===== config.mk =====
export PLATFORM = sky130hd
export DESIGN_NAME = reveal_engine
export DESIGN_NICKNAME = d
export VERILOG_FILES = /design/src/rtl/reveal_engine.sv
export SDC_FILE = /design/constraint.sdc
export NUM_CORES = 2
export LEC_CHECK = 0
export BUFFER_PORTS_ARGS = -buffer_cell sky130_fd_sc_hd__buf_2
export CAP_MARGIN = 20
export CORE_AREA = 2 2 405 407
export CTS_CLUSTER_SIZE = 40
export DETAILED_ROUTE_END_ITERATION = 10
export DIE_AREA = 0 0 407 409
export GPL_TIMING_DRIVEN = 0
export PLACE_DENSITY = 0.46
export SLEW_MARGIN = 10
export SYNTH_ARGS = -nofsm -noshare
export SYNTH_HDL_FRONTEND = slang
export SYNTH_SLANG_ARGS = --single-unit

===== constraint.sdc =====
create_clock -name clk -period 52.9 [get_ports clk]
set_input_delay 15.87 -clock clk [delete_from_list [all_inputs] [get_ports clk]]
set_output_delay 15.87 -clock clk [all_outputs]
set_load 0.02 [all_outputs]

===== src/rtl/reveal_engine.sv =====
// Minesweeper click/reveal stage: loads an 8x8 board, serves one click at a time,
// flood-fills zero-count regions through a 64-entry index FIFO, and tracks loss/win.
//
// state   | meaning
// IDLE    | waiting for a click (ready unless the game has ended)
// CHECK   | apply the latched click to its target cell
// POP     | take the next zero-count cell from the FIFO, or finish
// SCAN    | visit one neighbour per cycle, k = N, NE, E, SE, S, SW, W, NW
// DONE    | pulse done, evaluate the win condition
module reveal_engine (
  input  logic                  clk,
  input  logic                  rst,
  input  logic                  load,
  input  logic [0:7][0:7][7:0]  board_in,
  input  logic [6:0]            bomb_total,
  input  logic                  click_valid,
  input  logic [2:0]            click_row,
  input  logic [2:0]            click_col,
  input  logic                  click_flag,
  output logic                  click_ready,
  output logic [0:7][0:7][7:0]  board_out,
  output logic [6:0]            revealed_count,
  output logic                  done,
  output logic                  game_over,
  output logic                  game_won
);

  typedef enum logic [2:0] {S_IDLE, S_CHECK, S_POP, S_SCAN, S_DONE} state_t;

  state_t                 state_q;
  logic [0:7][0:7][7:0]   board_q;
  logic [6:0]             bomb_total_q;
  logic [6:0]             revealed_q;
  logic                   done_q;
  logic                   over_q;
  logic                   won_q;
  logic [2:0]             row_q;
  logic [2:0]             col_q;
  logic                   flag_q;
  logic [2:0]             k_q;
  logic [5:0]             fifo_q [0:63];
  logic [5:0]             head_q;
  logic [5:0]             tail_q;
  logic [6:0]             fcnt_q;

  logic [7:0] cell_d;
  logic [7:0] nb_cell_d;
  logic [4:0] dr_d, dc_d, nr_d, nc_d;
  logic [2:0] nb_r_d, nb_c_d;
  logic       nb_in_d;
  logic       nb_take_d;
  logic       chk_open_d;
  logic       push_en_d;
  logic [5:0] push_data_d;
  logic       unused_bits;

  // Row/col deltas are 5-bit two's complement so an out-of-range neighbour shows in bits [4:3].
  always_comb begin
    dr_d = 5'd0;
    dc_d = 5'd0;
    case (k_q)
      3'd0: dr_d = 5'h1f;
      3'd1: begin dr_d = 5'h1f; dc_d = 5'd1;  end
      3'd2: dc_d = 5'd1;
      3'd3: begin dr_d = 5'd1;  dc_d = 5'd1;  end
      3'd4: dr_d = 5'd1;
      3'd5: begin dr_d = 5'd1;  dc_d = 5'h1f; end
      3'd6: dc_d = 5'h1f;
      default: begin dr_d = 5'h1f; dc_d = 5'h1f; end
    endcase
    nr_d        = {2'b00, row_q} + dr_d;
    nc_d        = {2'b00, col_q} + dc_d;
    nb_r_d      = nr_d[2:0];
    nb_c_d      = nc_d[2:0];
    nb_in_d     = (nr_d[4:3] == 2'b00) && (nc_d[4:3] == 2'b00);
    nb_cell_d   = board_q[nb_r_d][nb_c_d];
    cell_d      = board_q[row_q][col_q];
    nb_take_d   = (state_q == S_SCAN) && nb_in_d &&
                  !nb_cell_d[6] && !nb_cell_d[7] && !nb_cell_d[5];
    chk_open_d  = (state_q == S_CHECK) && !flag_q &&
                  !cell_d[6] && !cell_d[7] && !cell_d[5];
    push_en_d   = (chk_open_d && (cell_d[3:0] == 4'd0)) ||
                  (nb_take_d && (nb_cell_d[3:0] == 4'd0));
    push_data_d = chk_open_d ? {row_q, col_q} : {nb_r_d, nb_c_d};
  end

  always_comb begin
    unused_bits = 1'b0;
    for (int r = 0; r < 8; r++)
      for (int c = 0; c < 8; c++)
        unused_bits = unused_bits ^ (^{board_in[r][c][7:6], board_in[r][c][4]});
  end

  always_ff @(posedge clk) begin
    if (push_en_d) fifo_q[tail_q] <= push_data_d;
  end

  always_ff @(posedge clk or posedge rst) begin
    if (rst) begin
      state_q      <= S_IDLE;
      board_q      <= '0;
      bomb_total_q <= '0;
      revealed_q   <= '0;
      done_q       <= 1'b0;
      over_q       <= 1'b0;
      won_q        <= 1'b0;
      row_q        <= '0;
      col_q        <= '0;
      flag_q       <= 1'b0;
      k_q          <= '0;
      head_q       <= '0;
      tail_q       <= '0;
      fcnt_q       <= '0;
    end else if (load) begin
      for (int r = 0; r < 8; r++)
        for (int c = 0; c < 8; c++)
          board_q[r][c] <= {2'b00, board_in[r][c][5], 1'b0, board_in[r][c][3:0]};
      bomb_total_q <= bomb_total;
      revealed_q   <= '0;
      done_q       <= 1'b0;
      over_q       <= 1'b0;
      won_q        <= 1'b0;
      head_q       <= '0;
      tail_q       <= '0;
      fcnt_q       <= '0;
      state_q      <= S_IDLE;
    end else begin
      done_q <= 1'b0;
      if (push_en_d) begin
        tail_q <= tail_q + 6'd1;
        fcnt_q <= fcnt_q + 7'd1;
      end
      case (state_q)
        S_IDLE: begin
          if (click_valid && click_ready) begin
            row_q   <= click_row;
            col_q   <= click_col;
            flag_q  <= click_flag;
            state_q <= S_CHECK;
          end
        end
        S_CHECK: begin
          state_q <= S_DONE;
          done_q  <= 1'b1;
          if (flag_q) begin
            if (!cell_d[6]) board_q[row_q][col_q][7] <= ~cell_d[7];
          end else if (!cell_d[6] && !cell_d[7]) begin
            board_q[row_q][col_q][6] <= 1'b1;
            if (cell_d[5]) begin
              over_q <= 1'b1;
            end else begin
              revealed_q <= revealed_q + 7'd1;
              if (cell_d[3:0] == 4'd0) begin
                state_q <= S_POP;
                done_q  <= 1'b0;
              end
            end
          end
        end
        S_POP: begin
          if (fcnt_q == 7'd0) begin
            state_q <= S_DONE;
            done_q  <= 1'b1;
          end else begin
            {row_q, col_q} <= fifo_q[head_q];
            head_q  <= head_q + 6'd1;
            fcnt_q  <= fcnt_q - 7'd1;
            k_q     <= 3'd0;
            state_q <= S_SCAN;
          end
        end
        S_SCAN: begin
          if (nb_take_d) begin
            board_q[nb_r_d][nb_c_d][6] <= 1'b1;
            revealed_q <= revealed_q + 7'd1;
          end
          k_q <= k_q + 3'd1;
          if (k_q == 3'd7) state_q <= S_POP;
        end
        S_DONE: begin
          if (!over_q && (revealed_q == 7'd64 - bomb_total_q)) won_q <= 1'b1;
          state_q <= S_IDLE;
        end
        default: state_q <= S_IDLE;
      endcase
    end
  end

  assign click_ready    = (state_q == S_IDLE) && !over_q && !won_q;
  assign board_out      = board_q;
  assign revealed_count = revealed_q;
  assign done           = done_q;
  assign game_over      = over_q;
  assign game_won       = won_q;

endmodule


==> results.yml <==
run_status:
  status: "completed"
worst_hold_path:
  worstHoldEndpoint: "board_out[145]"
  min_path_cells: 1
  min_path_type: "reg -> reg"
  hold_start: "board_out[145]"
worst_setup_path:
  worstPathRequired_ns: 37.03
  rr_worst_depth: 17
  timing.rr.start: "row_q[2]"
  cp-end-kind: "primary output"
  critPathTopFamily: "simple AND/OR/NAND/NOR gates"
  start_kind: "flip-flop"
  crit_chain: "or3_1 -> nor3_1 -> buf_2"
  crit_type: "reg -> out"
  reg2reg_setup_slack_ns: 44.06
  max_stage_delay_ns: 1.03
  crit_fanout: 7
  worst-path-buf-inv: 1
  worstPathArrival_ns: 3.16
  r2r_end: "board_out[406]"
  cpMaxStageDelayCell: "nor3_1"
layout:
  final_cells: 6781
  drive_gt1_frac: 0.365
  syn2layout_area_growth_pct: 26.9
  nets: 5051
  n_fill_cell: 16365
  final_util: 0.337
run:
  maxCapViolCount: 0
timing:
  finalClockSkew_ns: 0.0811
  hold_viol: 0
  finalSetupViolCount: 0
  fin_crit_sh: 0.360
  max_freq_ghz: 0.0526
  rsz0062_at_grt: "false"
  drv_slew: 0
  relSlewSlack: 0.136
  worstMarginPinSlew_ns: 1.30
  hold_slack_ns: 0.525
  tns_ns: 0
  final.setup.worst_slack_ns: 33.87
  period_needed_ns: 19.03
placed_design:
  gp_congestion: 1.05
  place_ws_ns: 33.37
  io_buffer_count: 795
  dpl.hpwl_mm: 233
  dp.cells: 6552
cts:
  cts_tree: "done"
  h-tree-depth: 3
  cts_inserted_buffers: 104
  max-clock-path-buffers: 3
  postCtsResizedCells: 0
  cts_root_buffer: "clkbuf_16"
  postCtsSetupBuffers: 0
  clock-sinks: 881
  clkTransAtPathRegs_ns: 0.06
  postCtsHoldBufs: 0
  clock_latency_ns: 0.79
floorplanning:
  coreArea_um2: 162000
  rows: 148
  initial_core_util: 0.266
  die_h_um: 409
  ioPinCount: 1053
  die_w_um: 407
  die_area_um2: 166000
drt:
  drt-met1-wl_mm: 98.5
  num_vias: 38625
  drc: 0
  maxUsedRoutingLayer: "met5"
  routed_wl_mm: 297
  wl_met2_mm: 120
  detail-route-antenna-nets: 0
  met3_length_mm: 49.4
  wl_per_cell_um: 43.8
  drtIter0Drc: 4888
  vias_per_cell: 5.70
  first_pass_iters: 8
logic_synthesis:
  synth_edf_count: 384
  yosysMostFrequentCell: "dfrtp_1"
  synth_flop_cell: "dfrtp_1"
  ys_types: 89
  synthTopCellsByCount: "dfrtp_1 (497), edfxtp_1 (384), mux2_2 (332)"
  synth_seq_cells: 881
  synth.top_cells.by_area: "dfrtp_1 (29%), edfxtp_1 (27%), mux2_2 (8.7%), mux4_2 (6.5%), nor3_1 (2.4%)"
  netlist_area_um2: 43100
  syn_inst: 3467
  synth_largest_area_cell: "dfrtp_1"
  async_flop_share: 0.564
  synth_warnings: 0
  synth_top_area_share: 0.289
  syn_avg_cell_area_um2: 12.4
  ys_seq_area_frac: 0.557
global_routing:
  grt_util_all_layers: 0.347
  antenna_found_initial: 47
  first_global_vias: 37073
  grt_start_max_net_pins: 110
  grt_pass1_wl_mm: 377
  overflow: 0
pwr:
  p_per_area_nw_per_um2: 55.6
  ir_drop_uv: 37.1
  p_leak_uw: 0.0214
==> through the flow <==
stage / area, um2 / total power [uW]
after floorplan: 43300 / 1490
after global placement: 50000 / 2150
after detailed placement: 50900 / 2190
after CTS: 54500 / 2950
after global routing: 54600 / 3060
final: 54700 / 3040
==> sequential cells by signal, summed over array words and instances, names as in the netlist <==
register        cells
fcnt_q              7
game_won            1
board_out         448
done                1
fifo_q            384
head_q              6
bomb_total_q        7
state_q             3
k_q                 3
revealed_count      7
flag_q              1
row_q               3
game_over           1
tail_q              6
col_q               3
==> power breakdown <==
group          internal, uW  switching [uW]  total (uW)
registers               855            75.4         930
clock network           440             323         764
logic                   328            1020        1340
total                  1620            1410        3040
==> cell families (layout without fill, tap and decap cells) <==
group | count (synthesis) | after routing | share of synthesized area
XOR/XNOR | 22 | 22 | 0.00482
AND/OR/NAND/NOR | 813 | 813 | 0.0913
buffers and inverters | 402 | 1456 | 0.0442
other | 1 | 86 | 0.0000871
AO/OA/AOI/OAI | 795 | 795 | 0.126
adder cells (fa/ha/maj) | 22 | 22 | 0.00674
flip-flops | 881 | 881 | 0.557
multiplexers | 531 | 531 | 0.170
==> per-layer routing <==
metal | global-route usage | vias to the layer above
met2 | 0.488 | 2679
met1 | 0.364 | 19709
met3 | 0.227 | 836
met5 | 0.000585 | -
met4 | 0.270 | 26
li1 | - | 15375
==> how the worst max path moves through the flow <==
stage,startpoint,to,cells after the start
floorplan,rst,board_out[0],1
global placement,rst,board_out[153],2
detailed placement,load,done,6
CTS,state_q[0],click_ready,3
global route,state_q[0],click_ready,3
finish,state_q[0],click_ready,3
==> layout by cell type, fill, tap and decap left out, types with 105 or more instances in the layout <==
cell type	netlist	routed
nor2_1	266	260
clkbuf_1	171	192
clkbuf_16	0	105
mux2_2	332	332
nand2_1	128	128
edfxtp_1	384	384
dfrtp_1	497	497
mux4_2	125	125
nor3_1	205	201
buf_2	53	865
o21ai_0	189	185
==> cell type report <==
class | instances | area [um2] | area share
clock buffers | 143 | 2860 | 0.0523
repair buffers | 863 | 4900 | 0.0897
well taps | 2175 | 2720 | 0.0498
diodes | 22 | 55.1 | 0.00101
flip-flops and latches | 881 | 24000 | 0.439
multi-input cells | 2247 | 17500 | 0.321
clock inverters | 48 | 697 | 0.0128
inverters | 64 | 248 | 0.00453
plain buffers | 338 | 1670 | 0.0306
Power figures use the tool's default switching activity.
